File: src/rtl/pipeline_ctrl_pkg.sv
// pipeline_ctrl_pkg: shared state type and reset constants for the pipeline sequencer
package pipeline_ctrl_pkg;
  typedef enum logic [1:0] {RUN, WAIT, ABORT} state_t;
  localparam int unsigned CNT_RST = 0;
  localparam logic MEMERR_RST = 1'b0;
endpackage

File: src/rtl/pipeline_ctrl_if.sv
// pipeline_ctrl_if: hazard requests, memory handshake, stage strobes and counters
interface pipeline_ctrl_if #(parameter int CNT_WIDTH = 32);
  logic StallFH, StallDH, FlushDH, FlushEH, MemOpM, MemReady;
  logic MemValid, EnF, EnD, EnE, EnM, EnW, ClrD, ClrE, ClrW, MemErr;
  logic [CNT_WIDTH-1:0] StallCycles, FlushCount;
  modport master (
    output StallFH, StallDH, FlushDH, FlushEH, MemOpM, MemReady,
    input  MemValid, EnF, EnD, EnE, EnM, EnW, ClrD, ClrE, ClrW, MemErr, StallCycles, FlushCount
  );
  modport slave (
    input  StallFH, StallDH, FlushDH, FlushEH, MemOpM, MemReady,
    output MemValid, EnF, EnD, EnE, EnM, EnW, ClrD, ClrE, ClrW, MemErr, StallCycles, FlushCount
  );
endinterface

File: src/rtl/pipeline_ctrl_sat_counter.sv
// sat_counter: event counter that sticks at all-ones, cleared asynchronously
module sat_counter import pipeline_ctrl_pkg::*; #(
  parameter int WIDTH = 32
) (
  input  logic             clk,
  input  logic             i_clear,
  input  logic             i_inc,
  output logic [WIDTH-1:0] o_count
);
  logic [WIDTH-1:0] r_count;
  // count events, holding once every bit is set
  always_ff @(posedge clk or posedge i_clear)
    if (i_clear) r_count <= WIDTH'(CNT_RST);
    else if (i_inc && !(&r_count)) r_count <= r_count + 1'b1;
  assign o_count = r_count;
endmodule

File: src/rtl/pipeline_ctrl.sv
// pipeline_ctrl: merges hazard requests with the M-stage memory handshake into stage strobes
module pipeline_ctrl import pipeline_ctrl_pkg::*; #(
  parameter int TIMEOUT   = 16,
  parameter int CNT_WIDTH = 32
) (
  input logic            clk,
  input logic            rst,
  pipeline_ctrl_if.slave bus
);
  localparam int WW = $clog2(TIMEOUT + 1);
  state_t               r_state;
  logic [WW-1:0]        r_wcnt;
  logic                 r_err;
  logic                 w_mv, w_freeze, w_abort;
  logic [CNT_WIDTH-1:0] w_stall, w_flush;
  assign w_abort  = r_state == ABORT;
  assign w_mv     = !rst && (r_state == WAIT || (r_state == RUN && bus.MemOpM));
  assign w_freeze = w_mv && !bus.MemReady;
  // stage strobes: reset forces bubbles, a freeze masks hazards, abort flushes M out through W
  always_comb begin
    bus.MemValid = w_mv;
    bus.EnF      = !rst && (w_abort || (!w_freeze && !bus.StallFH));
    bus.EnD      = !rst && (w_abort || (!w_freeze && !bus.StallDH));
    bus.EnE      = !rst && !w_freeze;
    bus.EnM      = !rst && !w_freeze;
    bus.EnW      = !rst;
    bus.ClrD     = rst || (!w_freeze && bus.FlushDH);
    bus.ClrE     = rst || (!w_freeze && bus.FlushEH);
    bus.ClrW     = rst || w_freeze || w_abort;
  end
  // access sequencer: wait for MemReady, abort after TIMEOUT wait cycles
  always_ff @(posedge clk or posedge rst)
    if (rst) begin
      r_state <= RUN;
      r_wcnt  <= '0;
      r_err   <= MEMERR_RST;
    end else case (r_state)
      RUN:
        if (bus.MemOpM && !bus.MemReady) begin
          r_state <= WAIT;
          r_wcnt  <= WW'(1);
        end
      WAIT:
        if (bus.MemReady) r_state <= RUN;
        else if (r_wcnt == WW'(TIMEOUT)) begin
          r_state <= ABORT;
          r_err   <= 1'b1;
        end else r_wcnt <= r_wcnt + 1'b1;
      default: r_state <= RUN;
    endcase
  assign bus.MemErr = r_err;
  sat_counter #(.WIDTH(CNT_WIDTH)) u_stall (
    .clk(clk), .i_clear(rst), .i_inc(!bus.EnF && !rst), .o_count(w_stall)
  );
  sat_counter #(.WIDTH(CNT_WIDTH)) u_flush (
    .clk(clk), .i_clear(rst), .i_inc(bus.ClrD && !rst), .o_count(w_flush)
  );
  assign bus.StallCycles = w_stall;
  assign bus.FlushCount  = w_flush;
endmodule

File: src/flat_wrapper.sv
// flat-port wrapper written by rule: the top's interface ports become plain ports
module pipeline_ctrl_flat import pipeline_ctrl_pkg::*;
#(
  parameter int TIMEOUT   = 16,
  parameter int CNT_WIDTH = 32
)
  (clk, rst, bus_StallFH, bus_StallDH, bus_FlushDH, bus_FlushEH, bus_MemOpM, bus_MemReady, bus_MemValid, bus_EnF, bus_EnD, bus_EnE, bus_EnM, bus_EnW, bus_ClrD, bus_ClrE, bus_ClrW, bus_MemErr, bus_StallCycles, bus_FlushCount);
  pipeline_ctrl_if #(.CNT_WIDTH(CNT_WIDTH)) bus_i ();
  input logic clk;
  input logic rst;
  input wire logic [$bits(bus_i.StallFH)-1:0] bus_StallFH;
  input wire logic [$bits(bus_i.StallDH)-1:0] bus_StallDH;
  input wire logic [$bits(bus_i.FlushDH)-1:0] bus_FlushDH;
  input wire logic [$bits(bus_i.FlushEH)-1:0] bus_FlushEH;
  input wire logic [$bits(bus_i.MemOpM)-1:0] bus_MemOpM;
  input wire logic [$bits(bus_i.MemReady)-1:0] bus_MemReady;
  output wire logic [$bits(bus_i.MemValid)-1:0] bus_MemValid;
  output wire logic [$bits(bus_i.EnF)-1:0] bus_EnF;
  output wire logic [$bits(bus_i.EnD)-1:0] bus_EnD;
  output wire logic [$bits(bus_i.EnE)-1:0] bus_EnE;
  output wire logic [$bits(bus_i.EnM)-1:0] bus_EnM;
  output wire logic [$bits(bus_i.EnW)-1:0] bus_EnW;
  output wire logic [$bits(bus_i.ClrD)-1:0] bus_ClrD;
  output wire logic [$bits(bus_i.ClrE)-1:0] bus_ClrE;
  output wire logic [$bits(bus_i.ClrW)-1:0] bus_ClrW;
  output wire logic [$bits(bus_i.MemErr)-1:0] bus_MemErr;
  output wire logic [$bits(bus_i.StallCycles)-1:0] bus_StallCycles;
  output wire logic [$bits(bus_i.FlushCount)-1:0] bus_FlushCount;
  assign bus_i.StallFH = bus_StallFH;
  assign bus_i.StallDH = bus_StallDH;
  assign bus_i.FlushDH = bus_FlushDH;
  assign bus_i.FlushEH = bus_FlushEH;
  assign bus_i.MemOpM = bus_MemOpM;
  assign bus_i.MemReady = bus_MemReady;
  assign bus_MemValid = bus_i.MemValid;
  assign bus_EnF = bus_i.EnF;
  assign bus_EnD = bus_i.EnD;
  assign bus_EnE = bus_i.EnE;
  assign bus_EnM = bus_i.EnM;
  assign bus_EnW = bus_i.EnW;
  assign bus_ClrD = bus_i.ClrD;
  assign bus_ClrE = bus_i.ClrE;
  assign bus_ClrW = bus_i.ClrW;
  assign bus_MemErr = bus_i.MemErr;
  assign bus_StallCycles = bus_i.StallCycles;
  assign bus_FlushCount = bus_i.FlushCount;
  pipeline_ctrl #(.TIMEOUT(TIMEOUT), .CNT_WIDTH(CNT_WIDTH)) u_core (.clk(clk), .rst(rst), .bus(bus_i));
endmodule
File: config.mk
export PLATFORM = sky130hd
export DESIGN_NAME = pipeline_ctrl_flat
export DESIGN_NICKNAME = d
export VERILOG_FILES = /design/src/rtl/pipeline_ctrl_pkg.sv /design/src/rtl/pipeline_ctrl_if.sv /design/src/rtl/pipeline_ctrl_sat_counter.sv /design/src/rtl/pipeline_ctrl.sv /design/src/flat_wrapper.sv
export SDC_FILE = /design/constraint.sdc
export NUM_CORES = 1
export LEC_CHECK = 0
export CAP_MARGIN = 0
export CORE_UTILIZATION = 50
export DETAILED_ROUTE_END_ITERATION = 16
export PLACE_DENSITY = 0.77
export SLEW_MARGIN = 10
export SYNTH_ARGS = -nofsm -noshare
export SYNTH_HDL_FRONTEND = slang
export SYNTH_SLANG_ARGS = --single-unit
File: constraint.sdc
create_clock -name clk -period 4 [get_ports clk]
set_input_delay 0.8 -clock clk [delete_from_list [all_inputs] [get_ports clk]]
set_output_delay 0.8 -clock clk [all_outputs]
set_load 0.01 [all_outputs]
==> impl_metrics.csv <==
group,metric,value,unit
yosys,yosysUniqueCellTypes,47,
global_routing,gr-total-overflow,0,
floorplanning,rows,30,
place,port_buffers,81,
routing,ant_nets,0,
sta,rsz0062_at_grt,"no",
yosys,synth_top_area_frac,0.505,
clocking,tritoncts,"built",
yosys,synth-edff-count,0,
yosys,async_flop_share,1.00,
floorplanning,die-area,7470,sq um
sta,worst_pin_slew,0.824,ns
sta,fmax,275,MHz
floorplanning,initial_core_util,0.522,
final_layout,area_delta_synth_final,30.9,%
clocking,cts_resized,0,
routing,drt_iter0_markers,146,
clocking,root_buffer,"clkbuf_8",
clocking,cts_buffers,9,
floorplanning,die-height,86.5,um
final_layout,drive_gt1_frac,0.0824,
global_routing,grt_antenna_before_repair,0,
floorplanning,io_pins,82,
power_and_ir_drop,p_clk_frac,0.316,
yosys,ys_ff_latch,72,
clocking,postCtsSetupRepairBufs,0,
routing,wl_per_cell,14.8,um
global_routing,grt_max_degree,56,
clocking,path_clk_slew,0.07,ns
power_and_ir_drop,peakVddDrop,0.000300,V
power_and_ir_drop,combPwrFrac,0.180,
power_and_ir_drop,power-per-cell-area,377,nW/um^2
sta,setup_viol,0,
routing,wl,7.74,mm
final_layout,finalInstanceArea,4670,sq um
clocking,cts.sinks,72,
yosys,postSynth.topFlopCell,"dfrtp_1",
critical_path,start_kind,"input pin",
yosys,syn_nets,345,
yosys,seq_area_frac_synth,0.505,
floorplanning,die-width,86.5,um
sta,max_slew_margin,0.443,
yosys,yosys-top-cells-count,"72 x dfrtp_1, 45 x xnor2_1, 32 x nand2_1",
min_path,hold_class,"flop to flop",
sta,hold_violations,0,
power_and_ir_drop,switching_share,0.277,
critical_path,r2r_slack,1.69,ns
routing,vias,2877,
yosys,netlist_instances,333,
sta,finalCriticalPeriod,3.64,ns
sta,fin_crit_sh,0.909,
job,maxCapViolCount,0,
sta,slew_viol_final,0,
clocking,cts_buffer_depth,2,
status,outcome,"finished, final reports clean",
routing,drt_pass1_iterations,6,
critical_path,end_kind,"primary output",
place,dp_hpwl,5.54,mm
yosys,synth_area_leaders,"dfrtp_1 51%, xnor2_1 11%, nand4_1 4.7%, xor2_1 4.7%, nand3_1 3.6%",
place,place_congestion,0.844,
power_and_ir_drop,p_sw,0.000487,W
power_and_ir_drop,internal_power,0.00127,W
yosys,syn-cell-area,3570,sq um
sta,tns,0,ns
place,place_area,4480,sq um
global_routing,grt_pass1_vias,2812,
yosys,synth_warnings,0,
yosys,yosys.area.top_type,"dfrtp_1",
final_layout,layout.nets,433,
yosys,syn_area_per_cell,10.7,sq um
critical_path,worstSetupPathType,"input pin to primary output",
critical_path,critPathRequiredTime,3.20,ns
sta,finalClockSkew,0.00734,ns
power_and_ir_drop,p_leak,1.97,nW
global_routing,grt_pass1_wl,13.2,mm
yosys,yosysMostFrequentCell,"dfrtp_1",
routing,drc,0,
clocking,clock_latency,0.34,ns
global_routing,grt_use_total,0.226,
clocking,postCtsHoldBufs,0,
critical_path,crit_path_max_fanout,4,
clocking,htree_num_levels,3,
routing,avgViaCountPerCell,5.52,
floorplanning,fp.coreArea,6830,sq um
critical_path,worstPathArrival,2.84,ns
final_layout,n_antenna_cell,0,
power_and_ir_drop,pwr-share-seq,0.504,
min_path,min_path_cells,1,
critical_path,rr_worst_depth,6,
worst paths after layout:
check	startpoint	endpoint
min	u_core.bus.MemErr	u_core.bus.MemErr
max reg2reg	u_core.u_flush.o_count[0]	u_core.u_flush.o_count[29]
min reg2reg	u_core.bus.MemErr	u_core.bus.MemErr
max	bus_MemOpM	bus_EnF
min in group asynchronous	rst	u_core.u_flush.o_count[7]
max in group asynchronous	rst	u_core.u_flush.o_count[19]
state kept, by name (all words and copies together) (netlist names):
register	flops
u_core.bus.MemErr	1
u_core.u_stall.o_count	32
u_core.u_flush.o_count	32
u_core.r_wcnt	5
u_core.r_state	2
metal layers:
metal | wire (um) | share of wire | track usage
met1 | 3550 | 0.46 | 0.292
met2 | 3730 | 0.48 | 0.380
met3 | 376 | 0.049 | 0.0410
met4 | 78 | 0.010 | 0.0879
met5 | 0 | 0 | 0
power groups by stage:
stage	Combinational (W)	Sequential, W	Clock, W
CTS	0.000321	0.000888	0.000564
global route	0.000349	0.000901	0.000605
floorplan	0.000131	0.000906	0
detailed placement	0.000318	0.000900	0
global placement	0.000310	0.000896	0
finish	0.000316	0.000888	0.000556
cells in the final DEF (no fill, tap or decap), drive strengths merged, types with 11 or more instances in the layout:
| master | instances |
|---|---|
| and3 | 16 |
| clkbuf | 11 |
| clkdlybuf4s50 | 81 |
| dfrtp | 72 |
| nand2 | 32 |
| nand3 | 26 |
| nand4 | 29 |
| nor2 | 17 |
| xnor2 | 45 |
| xor2 | 19 |
stage by stage:
stage | setup slack, ns | utilization | power (W) | cells | hold WS, ns
after floorplan | 0.0725 | - | 0.00104 | 333 | 0.504
after global placement | 0.415 | 0.656 | 0.00121 | 506 | 0.463
after detailed placement | 0.374 | 0.656 | 0.00122 | 506 | 0.463
after CTS | 0.365 | 0.684 | 0.00177 | 521 | 0.480
after global routing | 0.116 | 0.684 | 0.00185 | 521 | 0.512
final | 0.364 | 0.684 | 0.00176 | 521 | 0.475
worst max-delay path, stage by stage:
cell and delay [ns]:
clkdlybuf4s50_1 0.45, o21ai_0 0.55, and2_1 0.28, a21boi_0 0.19, clkdlybuf4s50_1 0.56
kinds of logic (layout without fill, tap and decap cells):
kind of cell | after synthesis | count (layout) | synth area share
AND/OR/NAND/NOR | 160 | 160 | 0.258
flip-flops | 72 | 72 | 0.505
XOR/XNOR | 64 | 64 | 0.157
buffers and inverters | 15 | 107 | 0.0175
AO/OA/AOI/OAI | 14 | 14 | 0.0358
adder cells (fa/ha/maj) | 4 | 4 | 0.0140
multiplexers | 4 | 4 | 0.0119
layout make-up:
type	instances	area (sq um)
clock buffers	11	141
clock inverters	4	45.0
fillers	548	2160
inverters	9	33.8
multi-input cells	246	1700
flip-flops and latches	72	1800
well taps	96	120
repair buffers	83	826
(Power assumes the default switching activity.)
==> edit (config.mk and constraints unchanged) <==
Re-encode `state_t` (3 states) as one-hot, 3 bits wide.
--- a/src/rtl/pipeline_ctrl_pkg.sv
+++ b/src/rtl/pipeline_ctrl_pkg.sv
@@ -1,6 +1,6 @@
 // pipeline_ctrl_pkg: shared state type and reset constants for the pipeline sequencer
 package pipeline_ctrl_pkg;
-  typedef enum logic [1:0] {RUN, WAIT, ABORT} state_t;
+  typedef enum logic [2:0] {RUN = 3'b001, WAIT = 3'b010, ABORT = 3'b100} state_t;
   localparam int unsigned CNT_RST = 0;
   localparam logic MEMERR_RST = 1'b0;
 endpackage
Function: no difference found for any inputs over 10 cycles, from zero or initial values and one cycle with rst high; not proved beyond that.
==> edit against the unedited design <==
Design area up 4.3%. Utilization down 1.2 points. Routed wire length up 5.4%. Global-route usage down 0.18 points. Setup slack better by 0.16 ns. Hold slack about the same. Synthesized area up 5.4%. Sequential cell count up 1. Sequential share of layout area down 1.1 points. Power up 7.3%. Count of clock-buffer cells in the layout unchanged. Non-clock buffer count unchanged. Via count up 7.4%.
==> edit: results <==
metrics = {
    "detailed_routing": {
        "drtIter0Drc": 99,
        "drt_first_pass_iters": 4,
        "wirelength_um": 8150,
    },
    "critical_path": {
        "critPathMaxStageDelay_ns": 0.54,
        "r2r-end": "u_core.u_stall.o_count[1]",
        "crit_end": "bus_ClrW",
        "worstRegToRegCells": 5,
        "critPathMaxFanout": 8,
        "reg2reg_slack_ns": 1.60,
    },
    "global_routing": {
        "grt_use_total_pct": 22.5,
        "grt_pass1_vias": 2923,
        "grt_max_degree": 58,
    },
    "sta": {
        "finClkSkew_ns": 0.00845,
        "whs_ns": 0.475,
        "fin_crit_sh_pct": 86.9,
        "slew_headroom_pct": 51.0,
    },
    "synth": {
        "syn_inst": 374,
        "syn-num-nets": 386,
        "synth.distinct_cells": 42,
        "synth_compound_area_share_pct": 2.53,
        "synthXorXnorAreaFrac_pct": 14.2,
        "synth_area_leaders": "dfrtp_1, xor2_1, nor4_1, nand3_1, nor3_1",
    },
    "placed_design": {
        "place_area_um2": 4640,
        "hpwlAfterDp_um": 5690,
        "pre_cts_slack_ns": 0.533,
    },
    "layout": {
        "fin_nets": 467,
        "layout-drive-gt1-share_pct": 6.74,
        "nFillCells": 582,
        "design_area_um2": 4870,
    },
    "pwr": {
        "p_leak_nw": 2.22,
    },
    "status": {
        "outcome": "completed",
    },
}
## edit: changes by cell type in the layout (fill, tap and decap cells not counted), sizes merged, moves of 7 or more
cell / change
and3: -9
nand3: +7
nand4: -15
nor3: +19
nor4: +22
xnor2: -38
xor2: +35
## edit: where the power goes
group / switching [mW] / internal, mW / leakage, nW
Sequential: 0.100 / 0.807 / 0.945
Combinational: 0.146 / 0.190 / 1.16
Clock: 0.262 / 0.383 / 0.115
Total: 0.508 / 1.38 / 2.22
## edit: layout make-up
cell class,count,area share [%]
Clock inverter,5,1.59
Clock buffer,11,3.11
Sequential cell,73,37.5
Tap cell,99,2.54
Timing Repair Buffer,83,17.0
Inverter,12,0.925
Multi-Input combinational cell,276,37.3
## edit: layer usage
| layer | GRT usage, % | share of wire [%] | vias to the layer above |
|---|---|---|---|
| met5 | 0 | 0 | - |
| met3 | 5.88 | 4.6 | 7 |
| met1 | 28.9 | 45 | 1505 |
| met4 | 5.87 | 0.80 | 0 |
| met2 | 37.8 | 49 | 74 |
| li1 | - | - | 1505 |
